## config.mk

```make
export PLATFORM = sky130hd
export DESIGN_NAME = note_prefetch_unit_flat
export DESIGN_NICKNAME = d
export VERILOG_FILES = /design/src/rtl/note_prefetch_if.sv /design/src/rtl/note_prefetch_unit.sv /design/src/flat_wrapper.sv
export SDC_FILE = /design/constraint.sdc
export NUM_CORES = 1
export LEC_CHECK = 0
export ABC_AREA = 1
export CORE_AREA = 2 2 110 112
export CTS_CLUSTER_SIZE = 28
export DETAILED_ROUTE_END_ITERATION = 6
export DIE_AREA = 0 0 112 114
export PLACE_DENSITY_LB_ADDON = 0.08
export RECOVER_POWER = 25
export SYNTH_ARGS = -nofsm -noshare
export SYNTH_HDL_FRONTEND = slang
export SYNTH_SLANG_ARGS = --single-unit
```

## constraint.sdc

```tcl
create_clock -name CLK -period 3.17 [get_ports CLK]
set_clock_uncertainty 0.15 [all_clocks]
set_input_delay 0.7925 -clock CLK [delete_from_list [all_inputs] [get_ports CLK]]
set_output_delay 0.7925 -clock CLK [all_outputs]
set_load 0.01 [all_outputs]
```

## src/rtl/note_prefetch_if.sv

```systemverilog
// note_prefetch_if
// Bundles the prefetch unit's external signals: the read-only SRAM bus,
// the instruction valid/ready handshake toward the player, and the
// START / HALTED / LEVEL control and status lines.
//   master : the prefetch unit (drives SRAM address/strobes and INS_*)
//   slave  : the SRAM model plus the consumer (drives SRAM_D, INS_READY, START)
interface note_prefetch_if;
    logic        START;
    logic [17:0] SRAM_A;
    logic [15:0] SRAM_D;
    logic        SRAM_WE;
    logic        SRAM_CE;
    logic        SRAM_OE;
    logic        SRAM_LB;
    logic        SRAM_UB;
    logic [15:0] INS_DATA;
    logic        INS_VALID;
    logic        INS_READY;
    logic        HALTED;
    logic [4:0]  LEVEL;

    modport master (
        input  START, SRAM_D, INS_READY,
        output SRAM_A, SRAM_WE, SRAM_CE, SRAM_OE, SRAM_LB, SRAM_UB,
        output INS_DATA, INS_VALID, HALTED, LEVEL
    );

    modport slave (
        output START, SRAM_D, INS_READY,
        input  SRAM_A, SRAM_WE, SRAM_CE, SRAM_OE, SRAM_LB, SRAM_UB,
        input  INS_DATA, INS_VALID, HALTED, LEVEL
    );
endinterface

```

## src/rtl/note_prefetch_unit.sv

```systemverilog
// note_prefetch_unit
// Fetches 16-bit instruction words sequentially from a read-only SRAM and
// buffers them in a DEPTH-entry FIFO presented show-ahead to the player.
// Fetching stops after an END word ([15:12] == 0) or address 18'h3FFFF.
// Ports:
//   CLK  : system clock
//   RST  : synchronous active-high reset
//   bus  : note_prefetch_if.master (START, SRAM_*, INS_*, HALTED, LEVEL)
//
// state    | meaning
// ST_IDLE  | after reset, waiting for START
// ST_WAIT  | address driven, counting down READ_WAIT before sampling SRAM_D
// ST_STALL | FIFO full, waiting for a pop before issuing the next read
// ST_HALT  | END or last address captured; FIFO drains, START restarts
module note_prefetch_unit #(
    parameter int          DEPTH     = 4,
    parameter int          READ_WAIT = 2,
    parameter logic [17:0] BASE_ADDR = 18'h00000
) (
    input  logic             CLK,
    input  logic             RST,
    note_prefetch_if.master  bus
);
    localparam int          AW        = $clog2(DEPTH);
    localparam logic [AW:0] FULL      = (AW+1)'(DEPTH);
    localparam logic [AW:0] LVL_ONE   = (AW+1)'(1);
    localparam logic [AW-1:0] PTR_ONE = AW'(1);
    localparam logic [2:0]  WAIT_LOAD = 3'(READ_WAIT);
    localparam logic [17:0] LAST_ADDR = 18'h3FFFF;

    typedef enum logic [1:0] {ST_IDLE, ST_WAIT, ST_STALL, ST_HALT} state_t;

    state_t        state;
    logic [17:0]   pc;
    logic [17:0]   sram_a;
    logic [2:0]    wcnt;
    logic          halted;
    logic [15:0]   mem [DEPTH];
    logic [AW-1:0] head;
    logic [AW-1:0] tail;
    logic [AW:0]   count;
    logic [AW:0]   level_next;
    logic          push;
    logic          pop;
    logic          at_end;

    assign pop    = (count != '0) && bus.INS_READY;
    assign push   = (state == ST_WAIT) && (wcnt == '0);
    assign at_end = (bus.SRAM_D[15:12] == 4'b0000) || (pc == LAST_ADDR);

    // Occupancy after this edge; drives the fetch/stall decision so a read
    // is only issued when its slot is guaranteed.
    always_comb begin
        level_next = count;
        if (push && !pop)
            level_next = count + LVL_ONE;
        else if (!push && pop)
            level_next = count - LVL_ONE;
    end

    // Storage is not reset; entries are only visible while counted.
    always_ff @(posedge CLK) begin
        if (push)
            mem[tail] <= bus.SRAM_D;
    end

    always_ff @(posedge CLK) begin
        if (RST) begin
            state  <= ST_IDLE;
            pc     <= BASE_ADDR;
            sram_a <= '0;
            wcnt   <= '0;
            halted <= 1'b0;
            head   <= '0;
            tail   <= '0;
            count  <= '0;
        end else begin
            if (pop)
                head <= head + PTR_ONE;
            if (push)
                tail <= tail + PTR_ONE;
            count <= level_next;

            case (state)
                ST_IDLE: begin
                    if (bus.START) begin
                        sram_a <= pc;
                        wcnt   <= WAIT_LOAD;
                        state  <= ST_WAIT;
                    end
                end
                ST_WAIT: begin
                    if (wcnt != '0) begin
                        wcnt <= wcnt - 3'd1;
                    end else if (at_end) begin
                        state  <= ST_HALT;
                        halted <= 1'b1;
                    end else begin
                        // The next address goes out even when stalling; the
                        // SRAM is read-only and nothing samples it until WAIT.
                        pc     <= pc + 18'd1;
                        sram_a <= pc + 18'd1;
                        if (level_next < FULL)
                            wcnt <= WAIT_LOAD;
                        else
                            state <= ST_STALL;
                    end
                end
                ST_STALL: begin
                    if (level_next < FULL) begin
                        sram_a <= pc;
                        wcnt   <= WAIT_LOAD;
                        state  <= ST_WAIT;
                    end
                end
                ST_HALT: begin
                    if (bus.START) begin
                        head   <= '0;
                        tail   <= '0;
                        count  <= '0;
                        pc     <= BASE_ADDR;
                        sram_a <= BASE_ADDR;
                        halted <= 1'b0;
                        wcnt   <= WAIT_LOAD;
                        state  <= ST_WAIT;
                    end
                end
                default: state <= ST_IDLE;
            endcase
        end
    end

    assign bus.SRAM_A    = sram_a;
    assign bus.SRAM_WE   = 1'b1;
    assign bus.SRAM_CE   = 1'b0;
    assign bus.SRAM_OE   = 1'b0;
    assign bus.SRAM_LB   = 1'b0;
    assign bus.SRAM_UB   = 1'b0;
    assign bus.INS_VALID = (count != '0);
    assign bus.INS_DATA  = (count != '0) ? mem[head] : '0;
    assign bus.HALTED    = halted;
    assign bus.LEVEL     = 5'(count);
endmodule

```

## src/flat_wrapper.sv

```systemverilog
// flat-port wrapper written by rule: the top's interface ports become plain ports
module note_prefetch_unit_flat 
#(
    parameter int          DEPTH     = 4,
    parameter int          READ_WAIT = 2,
    parameter logic [17:0] BASE_ADDR = 18'h00000
)
  (CLK, RST, bus_START, bus_SRAM_D, bus_INS_READY, bus_SRAM_A, bus_SRAM_WE, bus_SRAM_CE, bus_SRAM_OE, bus_SRAM_LB, bus_SRAM_UB, bus_INS_DATA, bus_INS_VALID, bus_HALTED, bus_LEVEL);
  note_prefetch_if bus_i ();
  input  logic CLK;
  input  logic RST;
  input wire logic [$bits(bus_i.START)-1:0] bus_START;
  input wire logic [$bits(bus_i.SRAM_D)-1:0] bus_SRAM_D;
  input wire logic [$bits(bus_i.INS_READY)-1:0] bus_INS_READY;
  output wire logic [$bits(bus_i.SRAM_A)-1:0] bus_SRAM_A;
  output wire logic [$bits(bus_i.SRAM_WE)-1:0] bus_SRAM_WE;
  output wire logic [$bits(bus_i.SRAM_CE)-1:0] bus_SRAM_CE;
  output wire logic [$bits(bus_i.SRAM_OE)-1:0] bus_SRAM_OE;
  output wire logic [$bits(bus_i.SRAM_LB)-1:0] bus_SRAM_LB;
  output wire logic [$bits(bus_i.SRAM_UB)-1:0] bus_SRAM_UB;
  output wire logic [$bits(bus_i.INS_DATA)-1:0] bus_INS_DATA;
  output wire logic [$bits(bus_i.INS_VALID)-1:0] bus_INS_VALID;
  output wire logic [$bits(bus_i.HALTED)-1:0] bus_HALTED;
  output wire logic [$bits(bus_i.LEVEL)-1:0] bus_LEVEL;
  assign bus_i.START = bus_START;
  assign bus_i.SRAM_D = bus_SRAM_D;
  assign bus_i.INS_READY = bus_INS_READY;
  assign bus_SRAM_A = bus_i.SRAM_A;
  assign bus_SRAM_WE = bus_i.SRAM_WE;
  assign bus_SRAM_CE = bus_i.SRAM_CE;
  assign bus_SRAM_OE = bus_i.SRAM_OE;
  assign bus_SRAM_LB = bus_i.SRAM_LB;
  assign bus_SRAM_UB = bus_i.SRAM_UB;
  assign bus_INS_DATA = bus_i.INS_DATA;
  assign bus_INS_VALID = bus_i.INS_VALID;
  assign bus_HALTED = bus_i.HALTED;
  assign bus_LEVEL = bus_i.LEVEL;
  note_prefetch_unit #(.DEPTH(DEPTH), .READ_WAIT(READ_WAIT), .BASE_ADDR(BASE_ADDR)) u_core (.CLK(CLK), .RST(RST), .bus(bus_i));
endmodule
```

Word-level counts from Yosys, hierarchy flattened
Memory sizes are Yosys's and may differ from the RTL's. A register that Yosys moved wholly into a read port is not among the register bits.
Cells that the tools add are included.
- register bits after elaboration: 49
- memory bits (writable): 64
- bits of input ports: 20
- output and inout port bits: 46
- word-level logic and storage cells: 84
- memories kept: 1
- memories (memory ; depth ; width ; read ports ; clocked after Yosys merged registers in ; write ports ; line ; source):
    u_core.mem ; 4 ; 16 ; 1 ; 1 ; 1 ; note_prefetch_unit.sv:38 ; logic [15:0] mem [DEPTH];
- $add $sub $neg: 6
- $lt $le $gt $ge: 1
- equal/unequal tests: 13
- multiplexer cells: 36
- reductions and logical operators: 19
- operators with widths (cell ; number):
    $mux W18 ; 5
    $pmux W18 S4 ; 1
    $pmux W18 S2 ; 1
    $mux W2 ; 12
    $mux W3 ; 8
    $add A18 B1 Y18 const B ; 1
    $eq A18 B18 Y1 const B ; 1
    $mux W16 ; 1
    $reduce_and A4 Y1 ; 3
    $pmux W3 S3 ; 1
    $ne A2 B2 Y1 const B ; 4
    $ne A2 B1 Y1 const B ; 3
    $pmux W2 S3 ; 1
    $reduce_bool A3 Y1 ; 2
    $sub A3 B1 Y3 const B ; 2
    $mux W1 ; 5
    $reduce_and A5 Y1 ; 1
    $add A2 B1 Y2 const B ; 2
    $eq A2 B2 Y1 const B ; 2
    $logic_and A1 B1 Y1 ; 4
    $logic_not A4 Y1 ; 1
    $add A3 B1 Y3 const B ; 1
    $logic_not A3 Y1 ; 1
    $lt A3 B3 Y1 const B ; 1
    other kinds (10) ; 11

Depth between registers and ports, before layout
- depth after elaboration: 11
- mapped depth: 13
- gate-level depth less buffers: 12

Worst setup path before layout
No wires, ideal clock.
- path kind: register to register
- start point: register u_core.state[1]
- end point: memory u_core.mem[0][0], enable pin
- library setup time: 0.389 ns
- arrival time: 1.712 ns
- required time: 2.631 ns
- path slack: 0.919 ns
- stages on the path, launching flop included: 6
- buffers on the path: 1
- period minus slack after synthesis: 2.251 ns
- cells stage by stage: dfxtp_1 > inv_1 > ha_1 > nand3_2 > clkbuf_1 > nor2_1
- cells in the longest elaborated chain, start to end: 4
- RTL lines (what ; line ; source):
    start, declared ; note_prefetch_unit.sv:33 ; state_t state;
    start signal, assigned ; note_prefetch_unit.sv:69 ; state <= ST_IDLE;
    start signal, assigned ; note_prefetch_unit.sv:89 ; state <= ST_WAIT;
    start signal, assigned ; note_prefetch_unit.sv:96 ; state <= ST_HALT;
    $eq A2 B1 Y1 ; note_prefetch_unit.sv:48 ; assign push = (state == ST_WAIT) && (wcnt == '0);
    $logic_and A1 B1 Y1 ; note_prefetch_unit.sv:48 ;
    $mux W1 ; note_prefetch_unit.sv:63 ; if (push)
    $mux W1 (not written as such) ; note_prefetch_unit.sv:64 ; mem[tail] <= bus.SRAM_D;
    end, declared ; note_prefetch_unit.sv:38 ;
Every way passes these cells.

Worst setup path after layout
- start point: register u_core.count[0]
- end point: output port bus_INS_DATA[0]
- cells in the longest elaborated chain, start to end: 2
- RTL lines (what ; line ; source):
    start, declared ; note_prefetch_unit.sv:41 ; logic [AW:0] count;
    start signal, assigned ; note_prefetch_unit.sv:82 ; count <= level_next;
    $reduce_bool A3 Y1 ; note_prefetch_unit.sv:140 ; assign bus.INS_DATA = (count != '0) ? mem[head] : '0;
    $mux W16 ; note_prefetch_unit.sv:140 ;
    end, declared ; flat_wrapper.sv:21 ; output wire logic [$bits(bus_i.INS_DATA)-1:0] bus_INS_DATA;
Every way passes these cells.

==> results.md <==
- Required @ worst endpoint: 2230 ps
- Count of different cell masters after synthesis: 36
- F_max: 0.326 GHz
- HP Class: flop to flop
- Placer Congestion: 0.883
- Vias in the first global route: 4474
- CTS Buffer Depth: 2
- Max cap viols: 0
- Filler Cell Count: 1048
- Hold WS: 313 ps
- DR vias: 4630
- Final wirelength: 13000 um
- Top cells by count, synth: nor2_1 (139), nand2_1 (110), edfxtp_1 (64)
- Final instance area: 0.00700 mm2
- Max_slew headroom: 62.4%
- Status: finished clean
- Setup crit end kind: output port
- Synth Register Bits: 113
- Root buffer cell: clkbuf_16
- DR iter-0 viols: 328
- Clock input transition at the sequential cells of the worst setup and hold paths: 60 ps
- Cell area power density: 1010 mW/mm2
- Most common cell in the netlist: nor2_1
- Area growth, synth to finish: 23.9%
- Core Area: 0.0117 mm2
- Ports: 66
- Warnings from Yosys: 0
- Mapped Area: 0.00565 mm2
- Clock tree sinks: 113
- Total negative setup slack: 0 ps
- Proportion of layout cells with a drive suffix above 1: 11.6%
- Number of diodes: 0
- Sequential share of the synthesized area: 51.4%
- CTS buffer count: 17
- Critical Path AT: 2120 ps
- Top-area cell type share of the netlist area: 34.0%
- Cells after Synth: 678
- Crit. Startpoint: u_core.count[0]
- Area contributors post-synth: edfxtp_1 (34%), dfxtp_1 (17%), nor2_1 (9.2%), nand2_1 (7.3%), o21ai_0 (5.1%)
- Hpwl dp: 8770 um
- Starting density of the core: 48.2%
- Total gr overflow: 0
- # setup viols final: 0
- Final Power: 7090 uW
- Drt via density: 5.13
- Crit path time final: 3060 ps
- Post-synth top area cell: edfxtp_1
- Final Max Slew Viols: 0
- WL/cell: 14.4 um
- Largest net degree at the start of global routing: 29
- First-pass GRT wire length: 21800 um
- Placed Area: 0.00635 mm2
- # nets final: 777
- Worst-margin pin slew: 560 ps
- Peak supply drop: 0.483 mV
- Pleak: 0.00288 uW
- CP Class: flop to output port
- EDFF count, synth: 64
- CTS tree: built
- # rows: 40
- Die H: 114 um
- Port Buffers: 58
- CP startpoint kind: flop
- Worst-skew pair later-pin latency: 410 ps
- Average size of a mapped cell: 8.33 um2
- All-Layer GR Usage: 21.8%
- Final hold viol count: 0
- CP max FO: 16
- RR Startpoint: u_core.state[1]
- Drt pass-1 iters: 5
- Hold_sp: u_core.bus.HALTED
- Final core utilization: 59.8%
- Post-route ant nets: 0
- Max H-tree Level: 4
- Synth Flop Type: edfxtp_1
- Initial antenna violation count: 0
- Die X: 112 um
- Ys async rst share: 0%
- Period utilization: 96.7%
- Residual DRC: 0
- Die area: 0.0128 mm2
power breakdown:
part,switching (uW),leakage [uW],internal (uW)
combinational,1880,0.00162,1250
clock,704,0.000278,1160
sequential,199,0.000982,1890
total,2780,0.00288,4310
cells by family after synthesis:
family	after synthesis	synth area share [%]
fa+ha+maj	14	3.10
compound gates	124	11.7
buf+inv	100	7.93
simple gates	317	24.5
xor+xnor	8	1.24
flops	113	51.4
other cells	2	0.133
final cells by class:
type	count	area (um2)	share of cell area [%]
Clock buffer	17	425	6.08
Clock inverter	15	160	2.29
Inverter	64	244	3.48
Multi-Input combinational cell	470	2320	33.1
Sequential cell	113	2900	41.5
Tap cell	147	184	2.63
Timing Repair Buffer	77	768	11.0
flip-flops by register name, summed over array words and instances (netlist names):
signal and flops:
u_core.bus.SRAM_A 18, u_core.head 2, u_core.count 3, u_core.state 2, u_core.pc 18, u_core.bus.HALTED 1
u_core.mem 64, u_core.wcnt 3, u_core.tail 2
cells in the final DEF, fill, tap and decap left out, types with 2 or more instances in the layout:
master	count
inv_1	56
o21ai_0	58
clkinvlp_4	5
buf_12	2
a21oi_2	4
dlygate4sd3_1	14
nand3_1	25
nand3_2	6
nand2_1	110
conb_1	7
clkdlybuf4s50_1	36
nand2_2	9
nand4_1	18
inv_6	3
xor2_1	5
clkbuf_16	17
a21oi_1	42
dlymetal6s2s_1	8
clkinv_2	3
inv_2	6
nor2_2	5
bufinv_16	2
buf_4	17
o22ai_1	8
nor2_4	2
xnor2_1	3
clkinv_4	2
dfxtp_1	49
ha_1	14
o21ai_1	7
nor2_1	139
edfxtp_1	64
per-stage QoR:
step                      worst slack (ps)  std cells
after floorplan                        919        683
after global placement                 491        869
after detailed placement               412        869
after CTS                             27.1        901
after global routing                 -3.49        903
final                                  106        903
worst max-delay path, cell delays in order, from the launching register on:
cell and delay (ps):
dfxtp_1 370, inv_1 90, ha_1 240, inv_1 110
nor2_4 60, buf_12 160, a21oi_1 130, clkdlybuf4s50_1 550
worst paths after layout:
kind                          endpoint  slack (ps)  depth (start not counted)
hold / removal       u_core.bus.HALTED         310                          2
hold reg to reg      u_core.bus.HALTED         310                          2
setup reg to reg  u_core.bus.SRAM_A[9]         790                          9
setup / recovery       bus_INS_DATA[0]         110                          7
layer usage:
| layer | global-route usage, % | part of all wire (%) | vias up |
|---|---|---|---|
| li1 | - | - | 2367 |
| met1 | 26.7 | 45 | 2147 |
| met2 | 37.9 | 51 | 105 |
| met3 | 4.73 | 3.7 | 11 |
| met4 | 8.37 | 1.0 | 0 |
| met5 | 0 | 0 | - |
timing repair:
item / in CTS / in global routing
endpoints found under the setup margin: 0 / 16
buffers inserted: 0 / 2
hold endpoints to repair: 0 / 0
resized for setup: 0 / 9
hold buffers: 0 / 0
No activity file was read; power rests on OpenSTA's default activity.
